### src/rtl/risc_pkg.sv
// Shared RISC core constants used by the front-end pipeline blocks.
package risc_pkg;
    localparam int XLEN = 32;
    localparam logic [31:0] NOP_INST = 32'h0000_0013;
endpackage

### src/rtl/fq_mem.sv
// Register array for the fetch queue: synchronous write, combinational read.
module fq_mem #(
    parameter int WIDTH = 64,
    parameter int DEPTH = 4,
    parameter int AW    = $clog2(DEPTH)
) (
    input  logic              clk,
    input  logic              we,
    input  logic [AW-1:0]     wr_idx,
    input  logic [WIDTH-1:0]  wr_data,
    input  logic [AW-1:0]     rd_idx,
    output logic [WIDTH-1:0]  rd_data
);

    logic [WIDTH-1:0] mem [DEPTH];

    // Contents are don't-care after reset/flush, so the array carries no reset.
    always_ff @(posedge clk) begin
        if (we) begin
            mem[wr_idx] <= wr_data;
        end
    end

    assign rd_data = mem[rd_idx];

endmodule

### src/rtl/f2_d_fetch_queue.sv
// Fetch-to-decode FIFO with valid/ready handshakes; flush drops all buffered entries.
module f2_d_fetch_queue #(
    parameter int XLEN  = risc_pkg::XLEN,
    parameter int DEPTH = 4,
    parameter int CNT_W = $clog2(DEPTH + 1)
) (
    input  logic              clk,
    input  logic              rst,
    input  logic              flush,
    input  logic              in_valid,
    output logic              in_ready,
    input  logic [XLEN-1:0]   inst_in,
    input  logic [XLEN-1:0]   pc_in,
    output logic              out_valid,
    input  logic              out_ready,
    output logic [XLEN-1:0]   inst_out,
    output logic [XLEN-1:0]   pc_out,
    output logic [CNT_W-1:0]  count
);

    localparam int AW = $clog2(DEPTH);

    logic [AW-1:0]      rd_ptr;
    logic [AW-1:0]      wr_ptr;
    logic [CNT_W-1:0]   cnt;
    logic               push;
    logic               pop;
    logic [2*XLEN-1:0]  rd_data;

    // in_ready looks only at registered occupancy, never at out_ready.
    assign in_ready  = (cnt != CNT_W'(DEPTH));
    assign out_valid = (cnt != '0);
    assign push      = in_valid && in_ready && !flush;
    assign pop       = out_valid && out_ready && !flush;
    assign count     = cnt;

    always_ff @(posedge clk) begin
        if (rst || flush) begin
            rd_ptr <= '0;
            wr_ptr <= '0;
            cnt    <= '0;
        end else begin
            if (push) begin
                wr_ptr <= wr_ptr + AW'(1);
            end
            if (pop) begin
                rd_ptr <= rd_ptr + AW'(1);
            end
            if (push && !pop) begin
                cnt <= cnt + CNT_W'(1);
            end else if (pop && !push) begin
                cnt <= cnt - CNT_W'(1);
            end
        end
    end

    fq_mem #(
        .WIDTH (2 * XLEN),
        .DEPTH (DEPTH),
        .AW    (AW)
    ) u_mem (
        .clk     (clk),
        .we      (push && !rst),
        .wr_idx  (wr_ptr),
        .wr_data ({inst_in, pc_in}),
        .rd_idx  (rd_ptr),
        .rd_data (rd_data)
    );

    // An empty queue presents a legal bubble to decode.
    assign inst_out = out_valid ? rd_data[2*XLEN-1:XLEN] : XLEN'(risc_pkg::NOP_INST);
    assign pc_out   = out_valid ? rd_data[XLEN-1:0]      : '0;

endmodule

### config.mk
export PLATFORM = sky130hd
export DESIGN_NAME = f2_d_fetch_queue
export DESIGN_NICKNAME = d
export VERILOG_FILES = /design/src/rtl/risc_pkg.sv /design/src/rtl/fq_mem.sv /design/src/rtl/f2_d_fetch_queue.sv
export SDC_FILE = /design/constraint.sdc
export NUM_CORES = 1
export LEC_CHECK = 0
export BUFFER_PORTS_ARGS = -buffer_cell sky130_fd_sc_hd__buf_4
export CAP_MARGIN = 20
export CELL_PAD_IN_SITES_DETAIL_PLACEMENT = 0
export CELL_PAD_IN_SITES_GLOBAL_PLACEMENT = 1
export CORE_AREA = 2 2 172 174
export CTS_BUF_LIST = sky130_fd_sc_hd__clkbuf_8
export CTS_CLUSTER_SIZE = 8
export DETAILED_ROUTE_END_ITERATION = 7
export DIE_AREA = 0 0 174 176
export PLACE_DENSITY = 0.72
export SYNTH_ARGS = -nofsm -noshare
export SYNTH_HDL_FRONTEND = slang
export SYNTH_HIERARCHICAL = 1
export SYNTH_SLANG_ARGS = --single-unit
### constraint.sdc
create_clock -name clk -period 7.8 [get_ports clk]
set_input_delay 0.78 -clock clk [delete_from_list [all_inputs] [get_ports clk]]
set_output_delay 0.78 -clock clk [all_outputs]
set_load 0.02 [all_outputs]
# [Yosys cells after proc, flatten, opt, wreduce, memory -nomap -nowiden]
# Memory sizes are Yosys's and may differ from the RTL's. A register that Yosys moved wholly into a read port is not among the register bits.
# Index checks and enable logic that the tools add are counted.
[totals] reg_bits=7 ramBits=256 output_inout_bits=69 word_cells=31 memories=1
[mem_list] name="u_mem.mem" words=4 width=64 read_ports=1 rd_clocked_by_memory_dff=1 wr=1 line="fq_mem.sv:15" text="logic [WIDTH-1:0] mem [DEPTH];"
[classes] n_addsub=4 n_eq_ne=1 n_mux=8 n_reduce_logical=14
[ops] operator="two-way mux 32 bit" n=2
[ops] operator="logical AND 1 bit" n=7
[ops] operator="two-way mux 3 bit" n=2
[ops] operator="adder 2 x 1 -> 2 bit, second input constant" n=2
[ops] operator="zero test 1 bit" n=4
[ops] operator="two-way mux 2 bit" n=2
[ops] operator="adder 3 x 1 -> 3 bit, second input constant" n=1
[ops] operator="!= test 3 bit, second input constant" n=1
[ops] operator="nonzero test 3 bit" n=1
[ops] operator="subtractor 3 x 1 -> 3 bit, second input constant" n=1
[ops] operator="two-way mux 1 bit" n=2
[ops] operator="nonzero test 2 bit" n=1
[ops] operator="logical OR 1 bit" n=1

# [Depth between registers and ports, before layout]
[logic_depth] depth_word=7 mapped_depth=10 mapped_depth_nobuf=10

# [By module]
# Netlist, hierarchy kept.
[modules_own_cells] module="fq_mem" n_inst=1 cells_per_inst=338 area_each_um2=9341.5 seq_area_each_um2=7687.4
[modules_own_cells] module="f2_d_fetch_queue" n_inst=1 cells_per_inst=112 area_each_um2=825.8 seq_area_each_um2=140.1

# [Worst setup path after synthesis]
# Ideal clock, no wire load.
[synth_timing] path_type="in2reg" start="input port flush" end="memory u_mem.mem[0][0], enable pin" setup_ns=0.578 arrival_time_ns=6.093 required_ns=7.222 slack_ns=1.129 cell_stages=4 n_path_buf=1 path_cell_list="or2_2 clkbuf_1 nor2_1 nor3b_1"
[synth_between] elab_chain_cells=5
[synth_lines] item="start, declared" line="f2_d_fetch_queue.sv:9" text="input logic flush,"
[synth_lines] item="zero test 1 bit" line="f2_d_fetch_queue.sv:33" text="assign push = in_valid && in_ready && !flush;"
[synth_lines] item="logical AND 1 bit" line="f2_d_fetch_queue.sv:33"
[synth_lines] item="logical AND 1 bit" line="f2_d_fetch_queue.sv:63" text=".we (push && !rst),"
[synth_lines] item="two-way mux 1 bit" line="fq_mem.sv:19" text="if (we) begin"
[synth_lines] item="two-way mux 1 bit (not written as such)" line="fq_mem.sv:20" text="mem[wr_idx] <= wr_data;"
[synth_lines] item="end, declared" line="fq_mem.sv:15"
# No other way between the ends.

==> results.sh <==
export IMPL_status="complete, no violations"
export IMPL_post_place_cells=954
export IMPL_core_area_um2=28500
export IMPL_finalClockSkew_ps=17.9
export IMPL_synth_avg_cell_area_um2=22.6
export IMPL_grt_max_degree=66
export IMPL_power_leakage_nw=4.14
export IMPL_hold_path_class="input pin to flip-flop"
export IMPL_setup_worst_path_class="flip-flop to primary output"
export IMPL_cellPowerDensity_nw_per_um2=230
export IMPL_synth_cell_type_count=27
export IMPL_syn_inst=450
export IMPL_grt_overflow=0
export IMPL_p_switching_mw=0.622
export IMPL_io_buffers=137
export IMPL_cts_made_buffers=46
export IMPL_final_nets=689
export IMPL_grt_pass1_vias=5467
export IMPL_fin_area_um2=12300
export IMPL_io_pin_count=138
export IMPL_syn_area_um2=10200
export IMPL_rsz0062_at_grt="false"
export IMPL_cts_resized=0
export IMPL_clkSinkCount=263
export IMPL_p_sw_share_pct=21.9
export IMPL_critical_path_peak_fanout=35
export IMPL_ys_seq_elements=263
export IMPL_ctsHoldBuffers=0
export IMPL_antenna_found_initial=1
export IMPL_synth_nets=521
export IMPL_dpl_hpwl_mm=11.2
export IMPL_yosys_top_cells_area="edfxtp_1, mux4_2, and2_1, dfxtp_1, buf_12"
export IMPL_fin_crit_ps=3720
export IMPL_setup_tns_ps=0
export IMPL_core_rowCount=62
export IMPL_synth_seq_area_share_pct=77.0
export IMPL_fp_dieH_um=176
export IMPL_max_vdd_ir_drop_mv=0.106
export IMPL_post_cts_buffers=0
export IMPL_period_share_pct=47.6
export IMPL_worstSetupStartpointType="flip-flop"
export IMPL_vias_per_cell=4.75
export IMPL_drtPass1Iterations=4
export IMPL_yosys_area_top_type="edfxtp_1"
export IMPL_p_seq_share_pct=55.6
export IMPL_grt_first_pass_wirelength_mm=30.2
export IMPL_clk_pin_slew_worst_paths_ps=60
export IMPL_clk_path_buf_depth=3
export IMPL_place_area_um2=11500
export IMPL_place_gp_congestion=0.677
export IMPL_die_area_um2=30600
export IMPL_p_total_mw=2.83
export IMPL_cp_data_arrival_time_ps=2940
export IMPL_final_hold_violation_count=0
export IMPL_areaGrowthSynthToFinish_pct=20.9
export IMPL_power_share_clock_pct=37.3
export IMPL_grt_usage_pct=12.9
export IMPL_wl_per_cell_um=18.9
export IMPL_tightest_slew_ps=1070
export IMPL_insertion_delay_ps=530
export IMPL_cp_end_kind="primary output"
export IMPL_stdcell_count=1028
export IMPL_final_layout_size_suffix_gt1_share_pct=40.5
export IMPL_ant_nets=0
export IMPL_p_comb_share_pct=7.0
export IMPL_diodes=0
export IMPL_setup_violations_final=0
export IMPL_start_util_pct=35.6
export IMPL_slew_violations=0
export IMPL_drt_total_wl_mm=19.4
export IMPL_drc=0
export IMPL_drt_initial_drc_count=301
export IMPL_die_w_um=174
export IMPL_htreeDepth=2
export IMPL_synth_top_area_share_pct=75.6
export IMPL_max_freq_mhz=269
export IMPL_cap_viol_max_count=0
export IMPL_cts_tree="yes"
export IMPL_ctsRootBufferMaster="clkbuf_8"
export IMPL_cp_required_ps=7020
export IMPL_vias=4887
export IMPL_p_int_mw=2.21
export IMPL_slew_headroom_pct=28.7
export IMPL_yosysWarningCount=6
## synth_stat cells
library cell / instances
o311ai_0: 1
inv_1: 3
xor2_1: 4
clkbuf_1: 2
and3b_1: 2
dfxtp_1: 7
buf_6: 7
ha_1: 1
or2_2: 2
edfxtp_1: 256
and3_1: 1
a21oi_1: 3
nor3b_1: 2
mux4_2: 60
nor2_1: 6
and2_1: 61
o21ai_0: 3
mux4_1: 4
nand2b_1: 3
buf_12: 6
mux2i_1: 1
o31ai_1: 1
clkbuf_2: 1
fa_1: 1
or3_1: 4
nand2_1: 2
buf_2: 6
## power groups by stage
stage | Combinational (mW) | Sequential, mW | Clock (mW)
2_1_floorplan | 0.112 | 1.60 | 0
3_3_place_gp | 0.195 | 1.60 | 0
3_5_place_dp | 0.203 | 1.60 | 0
4_1_cts | 0.204 | 1.58 | 1.10
5_1_grt | 0.216 | 1.58 | 1.16
6_report | 0.199 | 1.58 | 1.06
## metal layers
layer	vias up	global-route usage, %	routed length [um]
met1	2528	15.6	7830
met5	-	0	15
met3	37	3.90	1290
met4	2	4.20	404
li1	2171	-	-
met2	149	22.1	9840
## kinds of logic (layout without fill, tap and decap cells)
kind of cell | count (synthesis) | after routing | share of synthesized area (%)
AOI/OAI and AO/OA | 8 | 8 | 0.455
xor gates and xnor gates | 4 | 4 | 0.345
DFF | 263 | 263 | 77.0
adders and majority gates | 2 | 2 | 0.320
buffers and inverters | 25 | 219 | 2.49
and+or+nand+nor | 83 | 83 | 4.98
muxes | 65 | 65 | 14.4
## placed cells by master (no fill, tap or decap), drive strengths merged
| cell type | n |
|---|---|
| or3 | 4 |
| clkbuf | 47 |
| mux4 | 64 |
| and2 | 61 |
| clkinvlp | 1 |
| and3 | 1 |
| and3b | 2 |
| nor3b | 2 |
| ha | 1 |
| dfxtp | 7 |
| nand2b | 3 |
| or2 | 2 |
| nor2 | 6 |
| buf | 142 |
| a21oi | 3 |
| xor2 | 4 |
| inv | 14 |
| o311ai | 1 |
| edfxtp | 256 |
| o31ai | 1 |
| fa | 1 |
| o21ai | 3 |
| clkinv | 15 |
| nand2 | 2 |
| mux2i | 1 |
## through the flow
stage	hold WS [ps]	setup WS (ps)	utilization (%)
2_1_floorplan	478	1130	-
3_3_place_gp	513	4490	40.2
3_5_place_dp	550	4520	40.4
4_1_cts	395	3920	43.1
5_1_grt	403	3780	43.1
6_report	444	4080	43.1
## cell type report
cell class                 instances  area [um^2]
sequential                       263         7840
timing repair buffer             142         1100
inverter                           3         11.3
fill                            2552        16300
multi-input combinational        162         2110
tap                              384          480
clock buffer                      47          647
clock inverter                    27          108
## registers in the layout, indices dropped and copies added (netlist names)
name,cells
count,3
rd_ptr,2
u_mem/mem,256
wr_ptr,2
## final timing paths
path,slack [ps],cells past startpoint,to,start
worst max-delay path,4080,4,inst_out[12],rd_ptr[0]
worst min-delay path,440,1,u_mem/mem[0][18],pc_in[18]
worst max register to register,5340,6,u_mem/mem[0][38],count[0]
worst min register to register,560,2,count[2],count[2]
## critical path: stages, from the launching register on
cell and delay [ps]:
dfxtp_4 800, buf_4 650, mux4_2 590, and2_1 170, buf_4 160
Power figures use the tool's default switching activity.
